`config.mk`:
```
export PLATFORM = sky130hd
export DESIGN_NAME = video_timing_sink
export DESIGN_NICKNAME = d
export VERILOG_FILES = /design/src/rtl/video_timing_pkg.sv /design/src/rtl/video_timing_counter.sv /design/src/rtl/video_timing_sink.sv
export SDC_FILE = /design/constraint.sdc
export NUM_CORES = 1
export LEC_CHECK = 0
export CORE_AREA = 2 2 80 51
export CTS_BUF_LIST = sky130_fd_sc_hd__clkbuf_8
export CTS_CLUSTER_DIAMETER = 60
export DETAILED_ROUTE_END_ITERATION = 8
export DIE_AREA = 0 0 82 53
export GPL_ROUTABILITY_DRIVEN = 0
export PLACE_DENSITY = 0.81
export REMOVE_ABC_BUFFERS = 1
export SLEW_MARGIN = 20
export SYNTH_ARGS = -nofsm -noshare
export SYNTH_HDL_FRONTEND = slang
export SYNTH_SLANG_ARGS = --single-unit
```
`constraint.sdc`:
```
create_clock -name pixel_clk -period 3.2 [get_ports pixel_clk]
set_clock_uncertainty 0.1 [all_clocks]
set_input_delay 0.96 -clock pixel_clk [delete_from_list [all_inputs] [get_ports pixel_clk]]
set_output_delay 0.96 -clock pixel_clk [all_outputs]
set_load 0.1 [all_outputs]
```
`src/rtl/video_timing_pkg.sv`:
```
// video_timing_pkg: default SVGA timing constants and total/range helpers shared by the sink.
package video_timing_pkg;
  localparam int DEF_H_ACTIVE = 800;
  localparam int DEF_H_FP = 56;
  localparam int DEF_H_SYNC = 120;
  localparam int DEF_H_BP = 64;
  localparam int DEF_V_ACTIVE = 600;
  localparam int DEF_V_FP = 37;
  localparam int DEF_V_SYNC = 6;
  localparam int DEF_V_BP = 23;
  localparam int DEF_PIXEL_WIDTH = 8;
  function automatic int total(input int a, input int b, input int c, input int d);
    return a + b + c + d;
  endfunction
  function automatic logic in_range(input int x, input int lo, input int n);
    return x >= lo && x < lo + n;
  endfunction
endpackage

```
`src/rtl/video_timing_counter.sv`:
```
// video_timing_counter: h/v position counters with active/sync decode of the current and next position.
module video_timing_counter
  import video_timing_pkg::*;
#(
  parameter int H_ACTIVE = DEF_H_ACTIVE,
  parameter int H_FP = DEF_H_FP,
  parameter int H_SYNC = DEF_H_SYNC,
  parameter int H_BP = DEF_H_BP,
  parameter int V_ACTIVE = DEF_V_ACTIVE,
  parameter int V_FP = DEF_V_FP,
  parameter int V_SYNC = DEF_V_SYNC,
  parameter int V_BP = DEF_V_BP
) (
  input  logic pixel_clk,
  input  logic rst_n,
  output logic active,
  output logic hsync,
  output logic vsync,
  output logic origin,
  output logic next_active
);
  localparam int H_TOTAL = total(H_ACTIVE, H_FP, H_SYNC, H_BP);
  localparam int V_TOTAL = total(V_ACTIVE, V_FP, V_SYNC, V_BP);
  localparam int HW = H_TOTAL > 1 ? $clog2(H_TOTAL) : 1;
  localparam int VW = V_TOTAL > 1 ? $clog2(V_TOTAL) : 1;
  logic [HW-1:0] h_cnt, h_nxt;
  logic [VW-1:0] v_cnt, v_nxt;
  logic h_wrap;
  // comparisons are done on int-extended counters so nothing truncates
  always_comb begin
    h_wrap = int'(h_cnt) == H_TOTAL - 1;
    h_nxt = h_wrap ? '0 : h_cnt + 1'b1;
    v_nxt = h_wrap ? (int'(v_cnt) == V_TOTAL - 1 ? '0 : v_cnt + 1'b1) : v_cnt;
    active = int'(h_cnt) < H_ACTIVE && int'(v_cnt) < V_ACTIVE;
    next_active = int'(h_nxt) < H_ACTIVE && int'(v_nxt) < V_ACTIVE;
    hsync = in_range(int'(h_cnt), H_ACTIVE + H_FP, H_SYNC);
    vsync = in_range(int'(v_cnt), V_ACTIVE + V_FP, V_SYNC);
    origin = h_cnt == '0 && v_cnt == '0;
  end
  // reset parks on the last position so the first counted position is (0,0)
  always_ff @(posedge pixel_clk)
    if (!rst_n) begin
      h_cnt <= HW'(H_TOTAL - 1);
      v_cnt <= VW'(V_TOTAL - 1);
    end else begin
      h_cnt <= h_nxt;
      v_cnt <= v_nxt;
    end
endmodule

```
`src/rtl/video_timing_sink.sv`:
```
// video_timing_sink: pulls pixels one cycle ahead from a ROM-latency upstream and emits registered video timing.
// Optional macro VIDEO_UNDERFLOW_COUNT_EN adds a saturating 16-bit underflow_count output.
module video_timing_sink
  import video_timing_pkg::*;
#(
  parameter int H_ACTIVE = DEF_H_ACTIVE,
  parameter int H_FP = DEF_H_FP,
  parameter int H_SYNC = DEF_H_SYNC,
  parameter int H_BP = DEF_H_BP,
  parameter int V_ACTIVE = DEF_V_ACTIVE,
  parameter int V_FP = DEF_V_FP,
  parameter int V_SYNC = DEF_V_SYNC,
  parameter int V_BP = DEF_V_BP,
  parameter int PIXEL_WIDTH = DEF_PIXEL_WIDTH
) (
  input  logic                   pixel_clk,
  input  logic                   rst_n,
  input  logic [PIXEL_WIDTH-1:0] pixel_in_data,
  input  logic                   pixel_in_valid,
  output logic                   pixel_in_ready,
  output logic [PIXEL_WIDTH-1:0] video_out_pixel,
  output logic                   video_out_de,
  output logic                   video_out_hsync,
  output logic                   video_out_vsync,
  output logic                   frame_start,
  output logic                   underflow
`ifdef VIDEO_UNDERFLOW_COUNT_EN
  ,
  output logic [15:0]            underflow_count
`endif
);
  logic active, hsync, vsync, origin, next_active;
  video_timing_counter #(
    .H_ACTIVE(H_ACTIVE), .H_FP(H_FP), .H_SYNC(H_SYNC), .H_BP(H_BP),
    .V_ACTIVE(V_ACTIVE), .V_FP(V_FP), .V_SYNC(V_SYNC), .V_BP(V_BP)
  ) u_counter (
    .pixel_clk(pixel_clk),
    .rst_n(rst_n),
    .active(active),
    .hsync(hsync),
    .vsync(vsync),
    .origin(origin),
    .next_active(next_active)
  );
  // request one cycle early to cover the upstream read latency
  assign pixel_in_ready = rst_n & next_active;
  always_ff @(posedge pixel_clk)
    if (!rst_n) begin
      video_out_pixel <= '0;
      video_out_de <= 1'b0;
      video_out_hsync <= 1'b0;
      video_out_vsync <= 1'b0;
      frame_start <= 1'b0;
      underflow <= 1'b0;
    end else begin
      video_out_pixel <= (active && pixel_in_valid) ? pixel_in_data : '0;
      video_out_de <= active;
      video_out_hsync <= hsync;
      video_out_vsync <= vsync;
      frame_start <= active && origin;
      underflow <= underflow | (active & ~pixel_in_valid);
    end
`ifdef VIDEO_UNDERFLOW_COUNT_EN
  always_ff @(posedge pixel_clk)
    if (!rst_n) underflow_count <= '0;
    else if (active && !pixel_in_valid && underflow_count != 16'hFFFF) underflow_count <= underflow_count + 16'd1;
`endif
endmodule

```
==> results of run 1 <==
placed cells by master, fill, tap and decap left out, types with 2 or more instances in the layout:
cell and n:
or3_1 4, and3_1 12, nor2_1 14, or2_2 2, clkinv_2 2, a21oi_1 10, buf_4 57, clkdlybuf4s50_1 10
o211ai_1 3, inv_1 10, xnor2_1 4, nand4_1 5, dfxtp_1 33, nor4_1 5, nor3b_1 2, a31oi_1 2
nor4b_1 2, xor2_1 5, clkbuf_8 5, a211o_1 2, o21ai_0 10, nand2_1 17, ha_1 6, nor3_1 10
and4_1 2, nand3_1 9
cell type report:
| class | count | area, um2 |
|---|---|---|
| fillers | 269 | 1136 |
| multi-input cells | 150 | 987.2 |
| clock buffers | 5 | 68.82 |
| inverters | 11 | 41.29 |
| well taps | 47 | 58.81 |
| flip-flops and latches | 34 | 681.9 |
| clock inverters | 3 | 40.04 |
| repair buffers | 69 | 559.3 |
what timing repair did:
item / in CTS / in global routing
buffers inserted: 2 / 0
hold buffers: 0 / 0
pin swaps: 5 / 1
endpoints found under the setup margin: 1 / 1
resized for setup: 6 / 2
gates cloned: 0 / 0
flip-flops by register name, indices dropped and copies added, names as in the netlist:
name             count
frame_start          1
u_counter.h_cnt     11
u_counter.v_cnt     10
underflow            1
video_out_de         1
video_out_hsync      1
video_out_pixel      8
video_out_vsync      1
critical path, cell delays in order (launching register included):
cell and delay [ns]:
dfxtp_2 0.32, or4b_4 0.53, or3_4 0.35, buf_6 0.14, o2bb2ai_2 0.13, o2111ai_1 0.19
nand4_1 0.13, a211oi_2 0.31, buf_12 0.22
power breakdown:
group          switching (mW)  leakage [nW]  internal, mW
clock                   0.163        0.0579         0.229
combinational           0.564         0.732         0.434
sequential             0.0361         0.277         0.488
total                   0.763          1.07          1.15
routing by layer:
layer	vias to the layer above	share of wire, %
met3	19	13
met1	877	43
met2	117	41
met5	-	0
li1	880	-
met4	0	2.5
synthesized netlist by cell type (6+ instances only):
cell      instances  area, um2
nand2_1          17      63.81
inv_1            10      37.54
ha_1              6      75.07
a21oi_1          10      50.05
dfxtp_1          34      680.7
and3_1           12      75.07
nor3_1           10      50.05
clkbuf_1          7      26.28
nand3_1           9      45.04
o21ai_0          10      50.05
nor2_1           14      52.55
path summary, 6_finish.rpt:
check	from	end	slack (ns)	cells past startpoint
max reg2reg	u_counter.h_cnt[4]$_SDFF_PP0_	u_counter.v_cnt[2]$_SDFFE_PN0N_	0.96	7
max	u_counter.h_cnt[4]$_SDFF_PP0_	pixel_in_ready	-0.49	8
min reg2reg	underflow$_SDFF_PN0_	underflow$_SDFF_PN0_	0.39	2
min	underflow$_SDFF_PN0_	underflow$_SDFF_PN0_	0.39	2
metrics by stage:
step	worst slack, ns	cells	setup TNS [ns]	hold slack [ns]
2_1_floorplan	-1.176	195	-1.176	0.3834
3_3_place_gp	-0.2640	309	-0.2640	0.3645
3_5_place_dp	-0.2821	309	-0.2821	0.3633
4_1_cts	-0.4798	319	-0.4798	0.3810
5_1_grt	-0.5981	319	-0.5981	0.4381
6_report	-0.4949	319	-0.4949	0.3851
kinds of logic after synthesis:
logic type	count (synthesis)
AND/OR/NAND/NOR	94
AO/OA/AOI/OAI	41
flip-flops	34
buffers and inverters	23
XOR/XNOR	9
adder cells (fa/ha/maj)	6
==> impl_results.md, run 1 <==
* Gr ovfl total at 0
* Total Wirelength at 5248 um
* Slew @ Worst Pin at 0.5437 ns
* Synth Instances at 207
* Critical path arrival at 2.63 ns
* Die X at 82 um
* Asr flop ratio synth at 0%
* Max Clk Rate at 0.2706 GHz
* Fin nets at 288
* Pwr dens at 785.1 mW/mm2
* CP Max Fanout at 5
* Maxcap violations at 0
* ANT cells at 0
* Met1 usage at 34.89%
* Final Cycle Share at 115.5%
* First-pass GRT wire length at 8369 um
* Failing checks: setup timing
* Max-slew headroom at 63.18%
* Distinct cells, synth at 49
* Compound-Gate Fraction of Synth Area at 16.05%
* First drt pass iteration count at 5
* Die area at 0.004346 mm2
* Req. time, crit path at 2.14 ns
* Total chip power at 1.914 mW
* Crit Path Category: flop to primary output
* RSZ-0062 raised after global routing: true
* Top FF cell, synth: dfxtp_1
* Startpoint Class: flop
* CORE AREA at 0.003573 mm2
* Post-route ant nets at 0
* CTS tree: yes
* Worst-path clk slew at 0.07 ns
* Latest clock arrival within the worst-skew pair at 0.30 ns
* FP Rows at 17
* Run status: finished with violations
* Worst VDD drop at 0.5068 mV
* DP Area at 0.002282 mm2
* WL/cell at 16.45 um
* Simple-gate share of the synthesized area at 30.16%
* Clock Sinks at 34
* Iteration-0 DRC Markers at 148
* I/O Buffers at 24
* CTS Buffer Depth at 2
* Vias in the first global route at 1735
* Synth Warn # at 0
* Ports at 25
* Vias at 1893
* Final hold vios at 0
* Worst Hold Class: flop to flop
* Final setup viols at 1
* Minimum clock period at 3.695 ns
* Adder-cell area share of the yosys netlist at 4.298%
* Share of cells above drive strength 1 at 29.78%
* Synthesized cell area at 0.001747 mm2
* Mux share of post-synthesis cell area at 0%
* Final instance area at 0.002437 mm2
* Final core utilization at 68.21%
* GRT busiest layer: met2
* TritonCTS Buffers at 5
* Fin worst setup slack at -0.4949 ns
* Clk root buf: clkbuf_8
* Lkg Pwr at 1.067 nW
* GRT Util Overall at 26.54%
* Met3 usage at 9.898%
* DR DRC count at 0
* Count of pins over their slew limit at 0
* Met2 GRT Util at 38.35%
* Initial Util at 48.88%
* Register bit total from synthesis at 34
* Setup crit end kind: primary output
* Post-Syn Area per Cell at 8.438 um2
* H-tree lvl count at 2
* Register area share after synthesis at 38.97%
* Largest family of logic cells by synthesized area: simple AND/OR/NAND/NOR gates
* Largest net degree at the start of global routing at 12
* Initial antenna violation count at 0
* Syn-to-layout area delta at 39.54%
* Die H at 53 um
* Post-synthesis xor/xnor area fraction at 4.513%
* Vias/cell at 5.934
* Post-synth EDFFs at 0
* Hpwl dp at 3839 um
Power figures use the tool's default switching activity.
==> run 2, diff against run 1 <==
Settings changed: HOLD_SLACK_MARGIN from default to 0.1.
==> results of run 2 <==
Final layout, timing and power as in run 1 (identical DEF).
==> run 3, diff against run 2 <==
Settings changed: CORE_AREA 2 2 80 51 to 2 2 89 57, DIE_AREA 0 0 82 53 to 0 0 91 59, PLACE_DENSITY 0.81 to 0.68.
==> impl_results.md, run 3 (same netlist as run 1, synthesis figures left out) <==
* Run status: finished with violations
* Failing checks: setup timing
* FP Rows at 19
* Clk root buf: clkbuf_8
* Count of pins over their slew limit at 0
* Critical path startpoint: u_counter.h_cnt[4]$_SDFF_PP0_
* Startpoint Class: flop
* Gr ovfl total at 0
* Vias at 1779
* Syn-to-layout area delta at 40.19%
* DR DRC count at 0
* Initial Util at 39.08%
* Slack of the worst reg-to-reg path at 0.97 ns
* Most frequent cells in the layout: buf_4, dfxtp_1, nand2_1
* CTS tree: yes
* Worst VDD drop at 0.3307 mV
* Final instance area at 0.002449 mm2
* CORE AREA at 0.004469 mm2
* FF-to-FF Start: u_counter.h_cnt[4]$_SDFF_PP0_
* Iteration-0 DRC Markers at 128
* Final core utilization at 54.79%
* CP Cell Sequence: or4b_4 -> or3_4 -> buf_6 -> o2bb2ai_4 -> o2111ai_2 -> nand4_1 -> a211oi_2 -> buf_12
* Latest clock arrival within the worst-skew pair at 0.29 ns
* Share of cells above drive strength 1 at 29.59%
* Final hold vios at 0
* Clock Sinks at 34
* Vias/cell at 5.391
* Setup crit end kind: primary output
* Worst Hold Class: flop to flop
* Die X at 91 um
* Slew @ Worst Pin at 0.6803 ns
* Commonest non-fill, non-tap cell in the layout: buf_4
* Final Cycle Share at 114.7%
* CP top delay family: simple AND/OR/NAND/NOR gates
* Total Wirelength at 5044 um
* First drt pass iteration count at 5
* Max reg flops at 11
* Vias in the first global route at 1592
* GRT Util Overall at 19.71%
* Max Clk Rate at 0.2725 GHz
* Req. time, crit path at 2.14 ns
* Final setup viols at 1
* Initial antenna violation count at 0
* CP Max Fanout at 5
* CP max-delay cell: or4b_4
* TritonCTS Buffers at 5
* Post-route ant nets at 0
* Max-slew headroom at 54.07%
* Reg2reg path depth at 7
* Largest Register: u_counter.h_cnt
* Fin worst setup slack at -0.4703 ns
* CP max stage delay at 0.53 ns
* H-tree lvl count at 2
* Crit path depth at 8
* RSZ-0062 raised after global routing: true
* Ports at 25
* Biggest regs: u_counter.h_cnt (11), u_counter.v_cnt (10), video_out_pixel (8)
* Minimum clock period at 3.670 ns
* Pwr dens at 752.7 mW/mm2
* Worst-path clk slew at 0.07 ns
* CTS Buffer Depth at 2
* Setup crit end: pixel_in_ready
* DP Area at 0.002272 mm2
* Maxcap violations at 0
* First-pass GRT wire length at 8107 um
* Hold slack at 0.3936 ns
* Fin nets at 283
* R2r endpoint: u_counter.v_cnt[2]$_SDFFE_PN0N_
* I/O Buffers at 24
* Critical path arrival at 2.61 ns
* Lkg Pwr at 1.034 nW
* Largest net degree at the start of global routing at 12
* Die H at 59 um
* Worst path bufs/invs at 2
* ANT cells at 0
* Crit Path Category: flop to primary output
* Die area at 0.005369 mm2
* Hpwl dp at 3754 um
* WL/cell at 15.28 um
* Cts hold-fix bufs at 0
## run 3: layout make-up
cell class              count  area [um2]
well taps                  63       78.83
multi-input cells         150        1030
flip-flops and latches     34       681.9
clock inverters             2       12.51
fillers                   429        2021
repair buffers             64       521.8
inverters                  11       41.29
clock buffers               6       82.58
## run 3: per-layer routing
| metal | GRT usage, % | routed length [um] | vias to the layer above |
|---|---|---|---|
| met5 | 0 | 0 | - |
| met4 | 4.545 | 23 | 0 |
| met3 | 7.379 | 576 | 2 |
| met2 | 26.14 | 2020 | 90 |
| met1 | 29.80 | 2423 | 816 |
| li1 | - | - | 871 |
## run 3: stage by stage
stage                     setup TNS (ns)  setup slack [ns]  power [mW]  cells
after global placement           -0.2616           -0.2616       1.393    321
after floorplan                   -1.176            -1.176       1.179    195
after global routing             -0.5931           -0.5931       1.960    330
final                            -0.4703           -0.4703       1.843    330
after CTS                        -0.4768           -0.4768       1.777    330
after detailed placement         -0.2790           -0.2790       1.400    321
## run 3: how the worst min path moves through the flow
stage	slack [ns]	depth (start not counted)	start	end
global route	0.44	2	underflow$_SDFF_PN0_	underflow$_SDFF_PN0_
floorplan	0.38	1	u_counter.h_cnt[0]$_SDFF_PN1_	u_counter.h_cnt[0]$_SDFF_PN1_
global placement	0.35	2	underflow$_SDFF_PN0_	underflow$_SDFF_PN0_
finish	0.39	2	underflow$_SDFF_PN0_	underflow$_SDFF_PN0_
CTS	0.40	2	underflow$_SDFF_PN0_	underflow$_SDFF_PN0_
detailed placement	0.38	2	underflow$_SDFF_PN0_	underflow$_SDFF_PN0_
## run 3: repair_timing
action	in CTS	in global routing
hold endpoints to repair	0	0
setup endpoints to repair	1	1
pin swaps	6	4
setup buffers	1	0
gates resized for setup	3	9
## run 3: worst min-delay path, stage by stage, from the launching register on
cell     delay [ns]
dfxtp_1        0.34
nand2_1        0.05
o21ai_0        0.06
## run 3: power by group
group,switching [mW],leakage (nW),internal [mW]
combinational,0.558,0.710,0.424
clock,0.167,0.0472,0.173
sequential,0.0336,0.277,0.488
